<file path="src/rtl/instruction_fetch_unit_pkg.sv">
`default_nettype none
// +----------------------------------------------------------------------+
// | Module   : instruction_fetch_unit_pkg                                |
// | Purpose  : Core-wide fetch constants, state encoding and helpers.    |
// | Revision : 1.0 - initial release                                     |
// +----------------------------------------------------------------------+
package instruction_fetch_unit_pkg;

  localparam logic [31:0] RESET_PC_DEFAULT = 32'h0040_0000;
  localparam logic [31:0] NOP_INSTR        = 32'h0000_0013;

  localparam logic [1:0] FETCH_ENC = 2'b00;
  localparam logic [1:0] ISSUE_ENC = 2'b01;
  localparam logic [1:0] ERROR_ENC = 2'b10;

  localparam int OPCODE_LSB = 0;
  localparam int OPCODE_MSB = 6;

  typedef enum logic [1:0] {
    ST_FETCH = FETCH_ENC,
    ST_ISSUE = ISSUE_ENC,
    ST_ERROR = ERROR_ENC
  } fetch_state_e;

  function automatic logic is_word_aligned(input logic [1:0] addr_lsbs);
    return addr_lsbs == 2'b00;
  endfunction

endpackage
`default_nettype wire

</file>
<file path="src/rtl/instruction_fetch_unit_if.sv">
`default_nettype none
// +----------------------------------------------------------------------+
// | Module   : instruction_fetch_unit_if                                 |
// | Purpose  : Instruction-memory req/ack fetch bus.                     |
// | Revision : 1.0 - initial release                                     |
// +----------------------------------------------------------------------+
interface instruction_fetch_unit_if #(
  parameter int DATA_WIDTH = 32
);
  logic                  Imem_Req_o;
  logic [DATA_WIDTH-1:0] Imem_Addr_o;
  logic                  Imem_Ack_i;
  logic [DATA_WIDTH-1:0] Imem_Data_i;

  modport master (
    output Imem_Req_o,
    output Imem_Addr_o,
    input  Imem_Ack_i,
    input  Imem_Data_i
  );

  modport slave (
    input  Imem_Req_o,
    input  Imem_Addr_o,
    output Imem_Ack_i,
    output Imem_Data_i
  );
endinterface
`default_nettype wire

</file>
<file path="src/rtl/instruction_fetch_unit_pc_register.sv">
`default_nettype none
// +----------------------------------------------------------------------+
// | Module   : pc_register                                               |
// | Purpose  : Loadable address register, async active-low reset.        |
// | Revision : 1.0 - initial release                                     |
// +----------------------------------------------------------------------+
module pc_register #(
  parameter int                    WIDTH       = 32,
  parameter logic [WIDTH-1:0]      RESET_VALUE = '0
) (
  input  wire logic             clk,
  input  wire logic             reset,
  input  wire logic             i_load,
  input  wire logic [WIDTH-1:0] i_d,
  output logic      [WIDTH-1:0] o_q
);

  logic [WIDTH-1:0] pc_q;
  logic [WIDTH-1:0] pc_d;

  always_comb begin
    pc_d = pc_q;
    if (i_load) pc_d = i_d;
  end

  always_ff @(posedge clk or negedge reset) begin
    if (!reset) pc_q <= RESET_VALUE;
    else        pc_q <= pc_d;
  end

  assign o_q = pc_q;

endmodule
`default_nettype wire

</file>
<file path="src/rtl/instruction_fetch_unit.sv">
`default_nettype none
// +----------------------------------------------------------------------+
// | Module   : instruction_fetch_unit                                    |
// | Purpose  : PC ownership, imem fetch and instruction register.        |
// | Revision : 1.0 - initial release                                     |
// +----------------------------------------------------------------------+
module instruction_fetch_unit
  import instruction_fetch_unit_pkg::*;
#(
  parameter int                    DATA_WIDTH = 32,
  parameter logic [DATA_WIDTH-1:0] RESET_PC   = DATA_WIDTH'(RESET_PC_DEFAULT)
) (
  input  wire logic                  clk,
  input  wire logic                  reset,
  input  wire logic                  Stall_i,
  input  wire logic                  Redirect_Valid_i,
  input  wire logic [DATA_WIDTH-1:0] Redirect_PC_i,
  instruction_fetch_unit_if.master   imem,
  output logic                       Instr_Valid_o,
  output logic      [DATA_WIDTH-1:0] Instr_o,
  output logic      [6:0]            Opcode_o,
  output logic      [DATA_WIDTH-1:0] PC_o,
  output logic      [DATA_WIDTH-1:0] PC_Plus_4_o,
  output logic                       Fetch_Error_o
);

  fetch_state_e          state_q, state_d;
  logic                  req_q, req_d;
  logic                  valid_q, valid_d;
  logic                  err_q, err_d;
  logic [DATA_WIDTH-1:0] instr_q, instr_d;

  logic                  w_fetch_pc_load;
  logic [DATA_WIDTH-1:0] w_fetch_pc_next;
  logic [DATA_WIDTH-1:0] w_fetch_pc;
  logic                  w_pc_load;
  logic [DATA_WIDTH-1:0] w_pc;
  logic [DATA_WIDTH-1:0] w_pc_plus_4;

  assign w_pc_plus_4 = w_pc + DATA_WIDTH'(4);

  // req_q gates the capture so an ack arriving before the first request
  // after reset (or one left over from an abandoned fetch) is ignored.
  always_comb begin
    state_d         = state_q;
    instr_d         = instr_q;
    err_d           = err_q;
    w_fetch_pc_load = 1'b0;
    w_fetch_pc_next = w_pc_plus_4;
    w_pc_load       = 1'b0;
    case (state_q)
      ST_FETCH: begin
        if (req_q && imem.Imem_Ack_i) begin
          instr_d   = imem.Imem_Data_i;
          w_pc_load = 1'b1;
          state_d   = ST_ISSUE;
        end
      end
      ST_ISSUE: begin
        if (!Stall_i) begin
          if (Redirect_Valid_i) begin
            if (is_word_aligned(Redirect_PC_i[1:0])) begin
              w_fetch_pc_load = 1'b1;
              w_fetch_pc_next = Redirect_PC_i;
              state_d         = ST_FETCH;
            end else begin
              err_d   = 1'b1;
              state_d = ST_ERROR;
            end
          end else begin
            w_fetch_pc_load = 1'b1;
            state_d         = ST_FETCH;
          end
        end
      end
      ST_ERROR: begin
        state_d = ST_ERROR;
      end
      default: begin
        state_d = ST_ERROR;
        err_d   = 1'b1;
      end
    endcase
    req_d   = (state_d == ST_FETCH);
    valid_d = (state_d == ST_ISSUE);
  end

  always_ff @(posedge clk or negedge reset) begin
    if (!reset) begin
      state_q <= ST_FETCH;
      req_q   <= 1'b0;
      valid_q <= 1'b0;
      err_q   <= 1'b0;
      instr_q <= DATA_WIDTH'(NOP_INSTR);
    end else begin
      state_q <= state_d;
      req_q   <= req_d;
      valid_q <= valid_d;
      err_q   <= err_d;
      instr_q <= instr_d;
    end
  end

  pc_register #(
    .WIDTH       (DATA_WIDTH),
    .RESET_VALUE (RESET_PC)
  ) u_fetch_pc (
    .clk    (clk),
    .reset  (reset),
    .i_load (w_fetch_pc_load),
    .i_d    (w_fetch_pc_next),
    .o_q    (w_fetch_pc)
  );

  pc_register #(
    .WIDTH       (DATA_WIDTH),
    .RESET_VALUE (RESET_PC)
  ) u_instr_pc (
    .clk    (clk),
    .reset  (reset),
    .i_load (w_pc_load),
    .i_d    (w_fetch_pc),
    .o_q    (w_pc)
  );

  assign imem.Imem_Req_o  = req_q;
  assign imem.Imem_Addr_o = w_fetch_pc;
  assign Instr_Valid_o    = valid_q;
  assign Instr_o          = instr_q;
  assign Opcode_o         = instr_q[OPCODE_MSB:OPCODE_LSB];
  assign PC_o             = w_pc;
  assign PC_Plus_4_o      = w_pc_plus_4;
  assign Fetch_Error_o    = err_q;

endmodule
`default_nettype wire

</file>
<file path="src/flat_wrapper.sv">
// flat-port wrapper written by rule: the top's interface ports become plain ports
module instruction_fetch_unit_flat import instruction_fetch_unit_pkg::*;
#(
  parameter int                    DATA_WIDTH = 32,
  parameter logic [DATA_WIDTH-1:0] RESET_PC   = DATA_WIDTH'(RESET_PC_DEFAULT)
)
  (clk, reset, Stall_i, Redirect_Valid_i, Redirect_PC_i, Instr_Valid_o, Instr_o, Opcode_o, PC_o, PC_Plus_4_o, Fetch_Error_o, imem_Imem_Req_o, imem_Imem_Addr_o, imem_Imem_Ack_i, imem_Imem_Data_i);
  instruction_fetch_unit_if #(.DATA_WIDTH(DATA_WIDTH)) imem_i ();
  input  wire logic clk;
  input  wire logic reset;
  input  wire logic Stall_i;
  input  wire logic Redirect_Valid_i;
  input  wire logic [DATA_WIDTH-1:0] Redirect_PC_i;
  output logic Instr_Valid_o;
  output logic      [DATA_WIDTH-1:0] Instr_o;
  output logic      [6:0] Opcode_o;
  output logic      [DATA_WIDTH-1:0] PC_o;
  output logic      [DATA_WIDTH-1:0] PC_Plus_4_o;
  output logic Fetch_Error_o;
  output wire logic [$bits(imem_i.Imem_Req_o)-1:0] imem_Imem_Req_o;
  output wire logic [$bits(imem_i.Imem_Addr_o)-1:0] imem_Imem_Addr_o;
  input wire logic [$bits(imem_i.Imem_Ack_i)-1:0] imem_Imem_Ack_i;
  input wire logic [$bits(imem_i.Imem_Data_i)-1:0] imem_Imem_Data_i;
  assign imem_Imem_Req_o = imem_i.Imem_Req_o;
  assign imem_Imem_Addr_o = imem_i.Imem_Addr_o;
  assign imem_i.Imem_Ack_i = imem_Imem_Ack_i;
  assign imem_i.Imem_Data_i = imem_Imem_Data_i;
  instruction_fetch_unit #(.DATA_WIDTH(DATA_WIDTH), .RESET_PC(RESET_PC)) u_core (.clk(clk), .reset(reset), .Stall_i(Stall_i), .Redirect_Valid_i(Redirect_Valid_i), .Redirect_PC_i(Redirect_PC_i), .imem(imem_i), .Instr_Valid_o(Instr_Valid_o), .Instr_o(Instr_o), .Opcode_o(Opcode_o), .PC_o(PC_o), .PC_Plus_4_o(PC_Plus_4_o), .Fetch_Error_o(Fetch_Error_o));
endmodule
</file>
<file path="config.mk">
export PLATFORM = sky130hd
export DESIGN_NAME = instruction_fetch_unit_flat
export DESIGN_NICKNAME = d
export VERILOG_FILES = /design/src/rtl/instruction_fetch_unit_pkg.sv /design/src/rtl/instruction_fetch_unit_if.sv /design/src/rtl/instruction_fetch_unit_pc_register.sv /design/src/rtl/instruction_fetch_unit.sv /design/src/flat_wrapper.sv
export SDC_FILE = /design/constraint.sdc
export NUM_CORES = 1
export LEC_CHECK = 0
export BUFFER_PORTS_ARGS = -buffer_cell sky130_fd_sc_hd__clkbuf_2
export CORE_MARGIN = 2
export CORE_UTILIZATION = 51
export CTS_CLUSTER_DIAMETER = 30
export DETAILED_ROUTE_END_ITERATION = 7
export PLACE_DENSITY_LB_ADDON = 0.25
export RECOVER_POWER = 100
export SLEW_MARGIN = 20
export SYNTH_ARGS = -nofsm -noshare
export SYNTH_HDL_FRONTEND = slang
export SYNTH_SLANG_ARGS = --single-unit
</file>
<file path="constraint.sdc">
create_clock -name clk -period 5.2 [get_ports clk]
set_input_delay 0 -clock clk [delete_from_list [all_inputs] [get_ports clk]]
set_output_delay 0 -clock clk [all_outputs]
set_load 0.02 [all_outputs]
</file>
Word-level counts from Yosys, hierarchy flattened:

Cells that the tools add are included.

* register bits: 101
* input port bits: 69
* output and inout bits: 138
* word-level logic and storage cells: 41

* add/sub/neg operators: 1
* eq/ne operators: 6
* mux-type cells: 19
* bitwise logic cells: 1
* reduce and logical (&&, ||, !) cells: 7

Operators with widths (count)
* $mux W32: 4
* $add A32 B3 Y32 const B: 1
* $mux W1: 9
* $mux W2: 4
* $logic_not A2 Y1: 3
* $ne A2 B2 Y1 const B: 3
* $eq A2 B1 Y1 const B: 2
* $pmux W2 S2: 1
* $reduce_and A4 Y1: 1
* $eq A2 B2 Y1 const B: 1
* $pmux W1 S2: 1
* $reduce_and A2 Y1: 1
* $reduce_or A2 Y1: 1
* $logic_and A1 B1 Y1: 1
* $not A1 Y1: 1

Longest topological paths before layout:

Gate-level depths: netlist (run 1).

* depth in word-level cells: 6
* gate-level depth with buffers: 7

By module:

From an unflattened synthesis (run 1), not the netlist that was laid out.

* cell total of the unflattened synthesis: 401
* area, all modules: 5256.3 um2

Modules (own cells, without submodules)
* pc_register: times used 2, cells an instance 68, area an instance 1346.3 um2, sequential area each 802.0 um2
* instruction_fetch_unit: times used 1, cells an instance 265, area an instance 2563.7 um2, sequential area each 929.6 um2

Worst setup path before layout (run 1):

No wires, ideal clock.

* path type: register -> register
* start: reg u_core.u_instr_pc.pc_q[2] (netlist: u_core.u_instr_pc.o_q[2])
* end: reg u_core.u_fetch_pc.pc_q[14] (netlist: u_core.u_fetch_pc.o_q[14])
* setup time: 0.066 ns
* arrival: 2.241 ns
* data required time: 5.134 ns
* setup slack: 2.893 ns
* cell stages (with the launch flop): 7
* path buffers: 0
* period minus slack after synthesis: 2.307 ns
* cell sequence: dfrtp_1 -> ha_1 -> nand4_1 -> nor3_1 -> nand3_1 -> xnor2_1 -> o221a_2

* longest elaborated chain between the ends: 5

RTL lines
* start, declared: RTL line instruction_fetch_unit_pc_register.sv:18 `logic [WIDTH-1:0] pc_q;`
* start signal, assigned: RTL line instruction_fetch_unit_pc_register.sv:28 `else pc_q <= pc_d;`
* $add A32 B3 Y32 (*): RTL line instruction_fetch_unit.sv:40 `assign w_pc_plus_4 = w_pc + DATA_WIDTH'(4);`
* net PC_Plus_4_o[14]: RTL line flat_wrapper.sv:18 `output logic [DATA_WIDTH-1:0] PC_Plus_4_o;`
* $mux W32: RTL line instruction_fetch_unit.sv:62 `if (is_word_aligned(Redirect_PC_i[1:0])) begin`
* $mux W32: RTL line instruction_fetch_unit.sv:61 `if (Redirect_Valid_i) begin`
* $mux W32: RTL line instruction_fetch_unit.sv:60 `if (!Stall_i) begin`
* $mux W32 (*): RTL line instruction_fetch_unit.sv:51 `case (state_q)`
* end signal, assigned: RTL line instruction_fetch_unit_pc_register.sv:28
* end, declared: RTL line instruction_fetch_unit_pc_register.sv:18

Mark *: on every way through the listed nets, which the timed path passes. The rest lies on a longest branch.
A chain may end at the register's enable or synchronous reset.

Worst setup path in the final report (run 1):

* start: reg u_core.state_q[0]
* end: reg u_core.u_fetch_pc.pc_q[18] (netlist: u_core.u_fetch_pc.o_q[18])

* longest elaborated chain between the ends: 2
* elaborated cells on any way between the ends: 3

RTL lines
* start, declared: RTL line instruction_fetch_unit.sv:27 `fetch_state_e state_q, state_d;`
* start signal, assigned: RTL line instruction_fetch_unit.sv:96 `state_q <= state_d;`
* $eq A2 B1 Y1 (*): RTL line instruction_fetch_unit.sv:51
* $mux W32 / $mux W1 (equally long branches): RTL line instruction_fetch_unit.sv:51

Every way passes the cells marked *; elsewhere a longest branch is shown, timed or not.

==> reports/results.txt, run 1 <==
static leakage power: 3.01 nW
antenna viol nets, final: 0
Port Buffers: 206
Hold Vio Cnt, Final: 1
Crit. End Element: register
first-pass GRT wire length: 21.0 mm
Net count, final: 730
Gate Count Post-Synth: 409
critical path type: register to register
CP Buf/Inv Count: 0
Post-synth top cells: dfrtp_1 (96), mux2_2 (62), nand2_1 (44)
final WL: 13.3 mm
#FFs+latches synth: 101
Final Instance Count excl. Fillers: 776
largest net degree at the start of global routing: 55
library cells used by synthesis: 39
CP arrival: 3380 ps
RSZ-0062 raised after global routing: false
CTS tree: yes
TNS Setup: 0 ps
total power per unit cell area: 211 nW/um2
placed cell count: 703
CTS Buf Count: 9
Slowest-stage cell, CP: and2_0
DR vias: 4250
DRC: 0
Vias/cell: 5.48
clk slew on worst S/H paths: 100 ps
CP cell instances: nor3b_1 > and2_0 > nand2_1 > o221a_2
Die W: 100 um
worst rel slew slack: -73.6%
Initial DRC Count: 162
Pins Over Slew Limit: 119
initial core utilization: 51.7%
pre-CTS WS: 2600 ps
Setup WS post-layout: 2080 ps
drt pass-1 iters: 4
WL per Instance: 17.1 um
initial antenna violation count: 0
number of global-route vias before repair: 4209
Ant. Diodes: 0
grt total ovfl: 0
hold crit path type: input port to register
CP required: 5460 ps
R2R Path Start: u_core.state_q[0]$_DFF_PN0_
Final Cycle Share: 60.0%
layout cell share with drive strength beyond 1: 24.5%
dpl hpwl: 9.15 mm
DIE AREA: 10000 um2
share of the synthesized area in the top cell type: 51.0%
worst hold start: Redirect_PC_i[14]
sequential fraction of the synthesis area: 53.8%
post-layout min period: 3120 ps
Most used DFF post-synth: dfrtp_1
clk_lat worst skew: 360 ps
routability congestion estimate: 0.902
critical path launch point type: register
Power Total: 1.34 mW
IO Count: 207
worst stage delay on the critical path: 1200 ps
worst-case vdd ir drop: 0.000185 V
Post-synth EDFFs: 0
status: finished, violations left
fmax: 0.321 GHz
Net Count, Synth: 479
CTS H-tree depth: 3
FP Rows: 35
leading cell type by number of instances after synthesis: dfrtp_1
final setup vio count: 0
Final Skew: 9.19 ps
Max-Cap Viols: 4
PostCTS Resize Cnt: 0
clock sinks: 101
Core Area: 9110 um2
synth-to-layout area growth: 34.6%
CP delay by family, top: simple AND/OR/NAND/NOR gates
Post-synth ARST share: 100%
Area after DPL: 5790 um2
Worst Max-Slew Pin Slew: 2600 ps
Root Buffer: clkbuf_8
Die Y: 100 um
Total GRT Usage: 26.7%
failing checks: hold timing, capacitance limit, slew limit
Clock Path Buffers: 2
cell area after layout: 6340 um2
Post-Syn Area: 4710 um2
synth top area cells: dfrtp_1 (51%), mux2_2 (15%), xnor2_1 (3.7%), nand2_1 (3.5%), dfstp_2 (2.8%)
Hold WS: -0.0879 ps
Yosys Warn Count: 0
Synth Area per Inst: 11.5 um2
Critical Path Fanout Max: 29
area leader, netlist: dfrtp_1
CP startpoint: u_core.state_q[0]$_DFF_PN0_
[final timing paths]
check,to,depth (start not counted),slack [ps]
max in group asynchronous,u_core.state_q[1]$_DFF_PN0_,3,2410
min in group asynchronous,u_core.Instr_o[23]$_DFFE_PN0P_,2,980
max,u_core.u_fetch_pc.o_q[18]$_DFFE_PN0P_,4,2080
max reg2reg,u_core.u_fetch_pc.o_q[18]$_DFFE_PN0P_,4,2080
min reg2reg,u_core.Fetch_Error_o$_DFFE_PN0P_,1,480
min,u_core.u_fetch_pc.o_q[14]$_DFFE_PN0P_,3,-0.09
[stage by stage]
step / util [%] / hold slack, ps
5_1_grt: 69.6 / 23.7
6_report: 69.6 / -0.0879
3_5_place_dp: 63.6 / 47.5
2_1_floorplan: - / -296
3_3_place_gp: 63.6 / 36.2
4_1_cts: 71.9 / 2.18
[report_power, final]
part	switching, mW	total, mW	internal [mW]
Sequential	0	0.785	0.785
Combinational	0.0362	0.0849	0.0487
Clock	0.281	0.471	0.191
Total	0.317	1.34	1.02
[logic make-up (layout without fill, tap and decap cells)]
logic type,after synthesis,in the layout,synth area share [%]
muxes,70,70,16.5
and+or+nand+nor,131,131,14.5
AOI/OAI and AO/OA,49,49,6.88
buffers and inverters,31,287,3.21
DFF,101,101,53.8
adders and majority gates,1,1,0.265
xor gates and xnor gates,26,26,4.83
[state kept, by name, summed over array words and instances, names as in the netlist]
| name | flops |
|---|---|
| u_core.u_fetch_pc.o_q | 32 |
| u_core.Instr_Valid_o | 1 |
| u_core.u_instr_pc.o_q | 32 |
| u_core.Instr_o | 32 |
| u_core.state_q | 2 |
| u_core.Fetch_Error_o | 1 |
| u_core.imem.Imem_Req_o | 1 |
[worst min-delay path: stages]
cell      delay (ps)
clkbuf_2          80
or3_1            100
o221a_2          160
[layout make-up]
class / count / area (um2)
Timing Repair Buffer: 268 / 1460
Fill cell: 781 / 2770
Sequential cell: 101 / 2530
Tap cell: 111 / 139
Clock inverter: 6 / 46.3
Clock buffer: 10 / 138
Inverter: 3 / 11.3
Multi-Input combinational cell: 277 / 2020
[cells in the final DEF (no fill, tap or decap), drive strengths merged, types with 4 or more instances in the layout]
master	n
nor4	4
nand2	44
and4	4
o21ai	25
nor3	9
nand4	10
dfrtp	96
xor2	6
xnor2	20
mux2	62
and3	11
clkbuf	219
nor2	12
nand3	19
mux2i	8
inv	5
dlygate4sd3	57
a221o	6
or3	8
dfstp	5
[layer usage]
layer	track usage, %	part of all wire [%]
met4	9.80	2.0
met5	0	0
met1	34.6	40
met2	45.3	51
met3	4.32	6.2
[timing repair]
item	in CTS	in global routing
hold buffers	57	0
setup buffers	0	0
hold endpoints to repair	103	0
Note: power is estimated with default switching activity, not from simulation.
==> inputs of run 2 (changes only) <==
- CORE_UTILIZATION: 51 -> 43
- clock period: 5.2 -> 2.68 ns (I/O delays scaled with it)
==> reports/results.txt, run 2 (synthesis results as in run 1) <==
commonest non-fill, non-tap cells in the layout: clkbuf_1 (139), dfrtp_1 (96), clkbuf_2 (76), mux2_2 (61), dlygate4sd3_1 (61) (was clkbuf_1 (138), dfrtp_1 (96), clkbuf_2 (71), mux2_2 (60), dlygate4sd3_1 (57))
Area after DPL: 5940 um2 (was 5790 um2)
status: completed (was finished, violations left)
CP required: 2680 ps (was 5460 ps)
CP cell instances: nand4_2 > or4_4 > nor4_1 > xor2_1 > clkbuf_2 (was nor3b_1 > and2_0 > nand2_1 > o221a_2)
DIE AREA: 11800 um2 (was 10000 um2)
Crit. End Element: output pin (was register)
CTS tree: yes (unchanged)
R2R Path Start: u_core.state_q[0]$_DFF_PN0_ (unchanged)
final WL: 14.1 mm (was 13.3 mm)
critical path launch point type: register (unchanged)
Hold WS: 22.0 ps (was -0.0879 ps)
initial core utilization: 43.9% (was 51.7%)
static leakage power: 3.11 nW (was 3.01 nW)
layout cell share with drive strength beyond 1: 25.9% (was 24.5%)
routability congestion estimate: 0.839 (was 0.902)
largest net degree at the start of global routing: 54 (was 55)
Worst Max-Slew Pin Slew: 1370 ps (was 2600 ps)
cell area after layout: 6540 um2 (was 6340 um2)
Clock Path Buffers: 2 (unchanged)
postcts setup bufs: 0 (unchanged)
Initial DRC Count: 199 (was 162)
initial antenna violation count: 1 (was 0)
hold crit path type: input port to register (unchanged)
Slowest-stage cell, CP: or4_4 (was and2_0)
Hold Vio Cnt, Final: 0 (was 1)
TNS Setup: 0 ps (unchanged)
Setup WS post-layout: 139 ps (was 2080 ps)
Pins Over Slew Limit: 0 (was 119)
CP startpoint: u_core.u_instr_pc.o_q[12]$_DFFE_PN0P_ (was u_core.state_q[0]$_DFF_PN0_)
drt pass-1 iters: 5 (was 4)
Critical Path Fanout Max: 8 (was 29)
Die Y: 109 um (was 100 um)
total power per unit cell area: 411 nW/um2 (was 211 nW/um2)
critical path type: register to output pin (was register to register)
clk slew on worst S/H paths: 100 ps (about the same)
CTS Buf Count: 9 (unchanged)
fmax: 0.394 GHz
dpl hpwl: 9.63 mm (was 9.15 mm)
Max-Cap Viols: 0 (was 4)
WL per Instance: 17.2 um (was 17.1 um)
DR vias: 4273 (was 4250)
FP Rows: 38 (was 35)
CP Buf/Inv Count: 1 (was 0)
Port Buffers: 206 (unchanged)
worst stage delay on the critical path: 560 ps (was 1200 ps)
CTS H-tree depth: 3 (unchanged)
grt total ovfl: 0 (unchanged)
Root Buffer: clkbuf_8 (unchanged)
Final Skew: 7.82 ps (was 9.19 ps)
Die W: 109 um (was 100 um)
post-layout min period: 2540 ps
worst hold start: Redirect_PC_i[1] (was Redirect_PC_i[14])
DRC: 0 (unchanged)
pre-CTS WS: 509 ps (was 2600 ps)
worst-case vdd ir drop: 0.000249 V (was 0.000185 V)
Total GRT Usage: 23.8% (was 26.7%)
clk_lat worst skew: 370 ps (was 360 ps)
RSZ-0062 raised after global routing: false (unchanged)
CP arrival: 2540 ps (was 3380 ps)
worst rel slew slack: 8.97% (was -73.6%)
final setup vio count: 0 (unchanged)
Vias/cell: 5.20 (was 5.48)
PostCTS Resize Cnt: 0 (unchanged)
Final Cycle Share: 94.8%
most common cell after layout, fill and taps aside: clkbuf_1 (unchanged)
Core Area: 10700 um2 (was 9110 um2)
IO Count: 207 (unchanged)
Net count, final: 745 (was 730)
CP delay by family, top: simple AND/OR/NAND/NOR gates (unchanged)
number of global-route vias before repair: 4190 (was 4209)
first-pass GRT wire length: 21.8 mm (was 21.0 mm)
antenna viol nets, final: 0 (unchanged)
clock sinks: 101 (unchanged)
synth-to-layout area growth: 38.8% (was 34.6%)
==> run 2: worst paths after layout <==
path / endpoint / slack [ps] / cells past startpoint
max: PC_Plus_4_o[23] / 140 / 5
min: u_core.u_fetch_pc.o_q[3]$_DFFE_PN0P_ / 20 / 4
max reg2reg: u_core.u_instr_pc.o_q[14]$_DFFE_PN0P_ / 370 / 3
min reg2reg: u_core.Fetch_Error_o$_DFFE_PN0P_ / 500 / 1
max in group asynchronous: u_core.u_fetch_pc.o_q[22]$_DFFE_PN1P_ / 1260 / 3
min in group asynchronous: u_core.Instr_o[23]$_DFFE_PN0P_ / 460 / 2
==> run 2: per-stage QoR <==
step | std cells | util, % | power (mW)
6_report | 821 | 60.9 | 2.69
5_1_grt | 821 | 60.9 | 2.80
4_1_cts | 820 | 62.8 | 2.72
3_5_place_dp | 743 | 55.3 | 1.66
3_3_place_gp | 743 | 55.3 | 1.66
2_1_floorplan | 409 | - | 1.56
==> run 2: layer usage <==
layer / part of all wire, % / wire length [um] / track usage (%) / vias to the layer above
met4: 3.0 / 426 / 9.98 / 0
li1: - / - / - / 1996
met3: 5.9 / 827 / 3.47 / 34
met2: 51 / 7190 / 40.5 / 166
met1: 40 / 5660 / 30.5 / 2077
met5: 0 / 0 / 0 / -
==> run 2: timing repair <==
| item | in CTS | in global routing |
|---|---|---|
| hold buffers | 61 | 0 |
| hold endpoints to repair | 111 | 0 |
| setup endpoints to repair | 0 | 0 |
==> run 2: power by group <==
part / switching, mW / internal (mW)
clock: 0.552 / 0.441
sequential: 0 / 1.52
combinational: 0.0726 / 0.102
==> run 2: worst register-to-register path: stages, from the launching register on <==
cell and delay, ps:
dfrtp_1 440, nor3_1 270, clkbuf_1 1020, mux2_2 460
==> run 2: final cells by class <==
type                            count  area [um2]
Clock inverter                      6        72.6
Multi-Input combinational cell    277        2030
Antenna cell                        1        2.50
Fill cell                         993        4200
Sequential cell                   101        2530
Inverter                            3        11.3
Tap cell                          140         175
Timing Repair Buffer              283        1590
Clock buffer                       10         128
==> inputs of run 3 (changes only) <==
- REMOVE_ABC_BUFFERS: not set -> 1
- TNS_END_PERCENT: not set -> 10
==> reports/results.txt, run 3 (synthesis results as in run 1) <==
Initial DRC Count: 185 (was 199)
DR vias: 4340 (was 4273)
WL per Instance: 18.0 um (was 17.2 um)
Critical Path Fanout Max: 8 (unchanged)
hold crit path type: input port to register (unchanged)
Die Y: 109 um (unchanged)
drt pass-1 iters: 5 (unchanged)
routability congestion estimate: 0.884 (was 0.839)
initial core utilization: 43.9% (unchanged)
postcts setup bufs: 0 (unchanged)
Ant. Diodes: 0 (was 1)
DRC: 0 (unchanged)
commonest non-fill, non-tap cells in the layout: clkbuf_1 (141), dfrtp_1 (96), clkbuf_2 (75), dlygate4sd3_1 (61), mux2_2 (60) (was clkbuf_1 (139), dfrtp_1 (96), clkbuf_2 (76), mux2_2 (61), dlygate4sd3_1 (61))
Port Buffers: 206 (unchanged)
final setup vio count: 0 (unchanged)
antenna viol nets, final: 0 (unchanged)
layout cell share with drive strength beyond 1: 25.6% (was 25.9%)
Sw Share: 22.8% (was 23.2%)
first-pass GRT wire length: 22.8 mm (was 21.8 mm)
Final Instance Count excl. Fillers: 819 (was 821)
worst rel slew slack: -1.60% (was 8.97%)
Power Total: 2.66 mW (was 2.69 mW)
IO Count: 207 (unchanged)
Vias/cell: 5.30 (was 5.20)
PostCTS Resize Cnt: 0 (unchanged)
initial antenna violation count: 0 (was 1)
Comb power frac: 6.5% (about the same)
Worst Max-Slew Pin Slew: 1520 ps (was 1370 ps)
Hold Vio Cnt, Final: 0 (unchanged)
RSZ-0062 raised after global routing: false (unchanged)
clock sinks: 101 (unchanged)
sw power: 0.607 mW (was 0.625 mW)
CTS tree: yes (unchanged)
Root Buffer: clkbuf_8 (unchanged)
largest net degree at the start of global routing: 55 (was 54)
most common cell after layout, fill and taps aside: clkbuf_1 (unchanged)
CTS Buf Count: 9 (unchanged)
Setup WS post-layout: 179 ps (was 139 ps)
final WL: 14.7 mm (was 14.1 mm)
Clock Path Buffers: 2 (unchanged)
TNS Setup: 0 ps (unchanged)
part of the power in registers: 57.2% (was 56.6%)
clk slew on worst S/H paths: 100 ps (about the same)
clk_lat worst skew: 370 ps (about the same)
status: finished, violations left (was completed)
dpl hpwl: 10.3 mm (was 9.63 mm)
failing checks: capacitance limit, slew limit
worst-case vdd ir drop: 0.000263 V (was 0.000249 V)
DIE AREA: 11800 um2 (unchanged)
Net count, final: 744 (was 745)
Max-Cap Viols: 1 (was 0)
critical path type: register to output pin (unchanged)
CTS H-tree depth: 3 (unchanged)
grt total ovfl: 0 (unchanged)
Final Cycle Share: 93.3% (was 94.8%)
Total GRT Usage: 25.4% (was 23.8%)
post-layout min period: 2500 ps (was 2540 ps)
part of the power in the clock network: 36.3% (was 36.9%)
Pins Over Slew Limit: 28 (was 0)
internal power: 2.05 mW (was 2.07 mW)
Crit. End Element: output pin (unchanged)
CP required: 2680 ps (about the same)
FP Rows: 38 (unchanged)
Core Area: 10700 um2 (unchanged)
Die W: 109 um (unchanged)
final core utilization: 60.5% (was 60.9%)
total power per unit cell area: 409 nW/um2 (was 411 nW/um2)
fmax: 0.400 GHz (was 0.394 GHz)
number of global-route vias before repair: 4318 (was 4190)
critical path launch point type: register (unchanged)
Final Skew: 7.23 ps (was 7.82 ps)
pre-CTS WS: 440 ps (was 509 ps)
placed cell count: 742 (was 743)
synth-to-layout area growth: 37.9% (was 38.8%)
CP arrival: 2500 ps (was 2540 ps)
static leakage power: 3.09 nW (was 3.11 nW)
## run 3: cell types whose count changed in the layout (fill, tap and decap cells not counted), sizes merged
cell,before,now
clkbuf,224,225
clkinv,3,1
clkinvlp,1,2
diode,1,0
inv,4,3
## run 3: timing repair
item | 4_1_cts | 5_1_grt
hold buffers | 61 | 0
endpoints found under the hold margin | 109 | 0
endpoints found under the setup margin | 0 | 0
## run 3: area by class of cell
| class | count | area [um2] |
|---|---|---|
| Inverter | 3 | 11.3 |
| Tap cell | 140 | 175 |
| Fill cell | 988 | 4250 |
| Sequential cell | 101 | 2530 |
| Multi-Input combinational cell | 277 | 2030 |
| Clock buffer | 12 | 135 |
| Clock inverter | 4 | 50.0 |
| Timing Repair Buffer | 282 | 1560 |
## run 3: final timing paths
kind | start | endpoint | slack, ps | depth (start not counted)
min in group asynchronous | reset | u_core.u_fetch_pc.o_q[10]$_DFFE_PN0P_ | 390 | 2
hold reg to reg | u_core.Fetch_Error_o$_DFFE_PN0P_ | u_core.Fetch_Error_o$_DFFE_PN0P_ | 500 | 1
setup reg to reg | u_core.state_q[0]$_DFF_PN0_ | u_core.u_instr_pc.o_q[23]$_DFFE_PN0P_ | 260 | 3
hold / removal | Redirect_PC_i[1] | u_core.u_fetch_pc.o_q[30]$_DFFE_PN0P_ | 50 | 4
max in group asynchronous | reset | u_core.Instr_o[12]$_DFFE_PN0P_ | 480 | 3
setup / recovery | u_core.u_instr_pc.o_q[12]$_DFFE_PN0P_ | PC_Plus_4_o[23] | 180 | 5
## run 3: metal layers
layer / wire (um) / GRT usage (%)
met1: 6050 / 32.3
met2: 7010 / 41.0
met3: 1330 / 6.63
met4: 340 / 10.7
met5: 0 / 0
## run 3: critical path, stage by stage, from the launching register on
cell,delay [ps]
dfrtp_1,500
nand4_2,180
or4_4,570
nor4_1,520
xor2_1,190
clkbuf_2,190
## run 3: metrics by stage
step	hold slack, ps	cell area (um2)
5_1_grt	77.5	6500
4_1_cts	23.7	6710
3_5_place_dp	51.4	5920
2_1_floorplan	-296	4570
6_report	50.5	6500
3_3_place_gp	56.6	5920
## run 3: power groups by stage
stage                     clock [mW]  sequential, mW  combinational [mW]
after floorplan                    0            1.55              0.0107
after global placement             0            1.55               0.104
after detailed placement           0            1.55               0.105
after CTS                      0.993            1.52               0.176
after global routing            1.06            1.52               0.189
final                          0.965            1.52               0.173
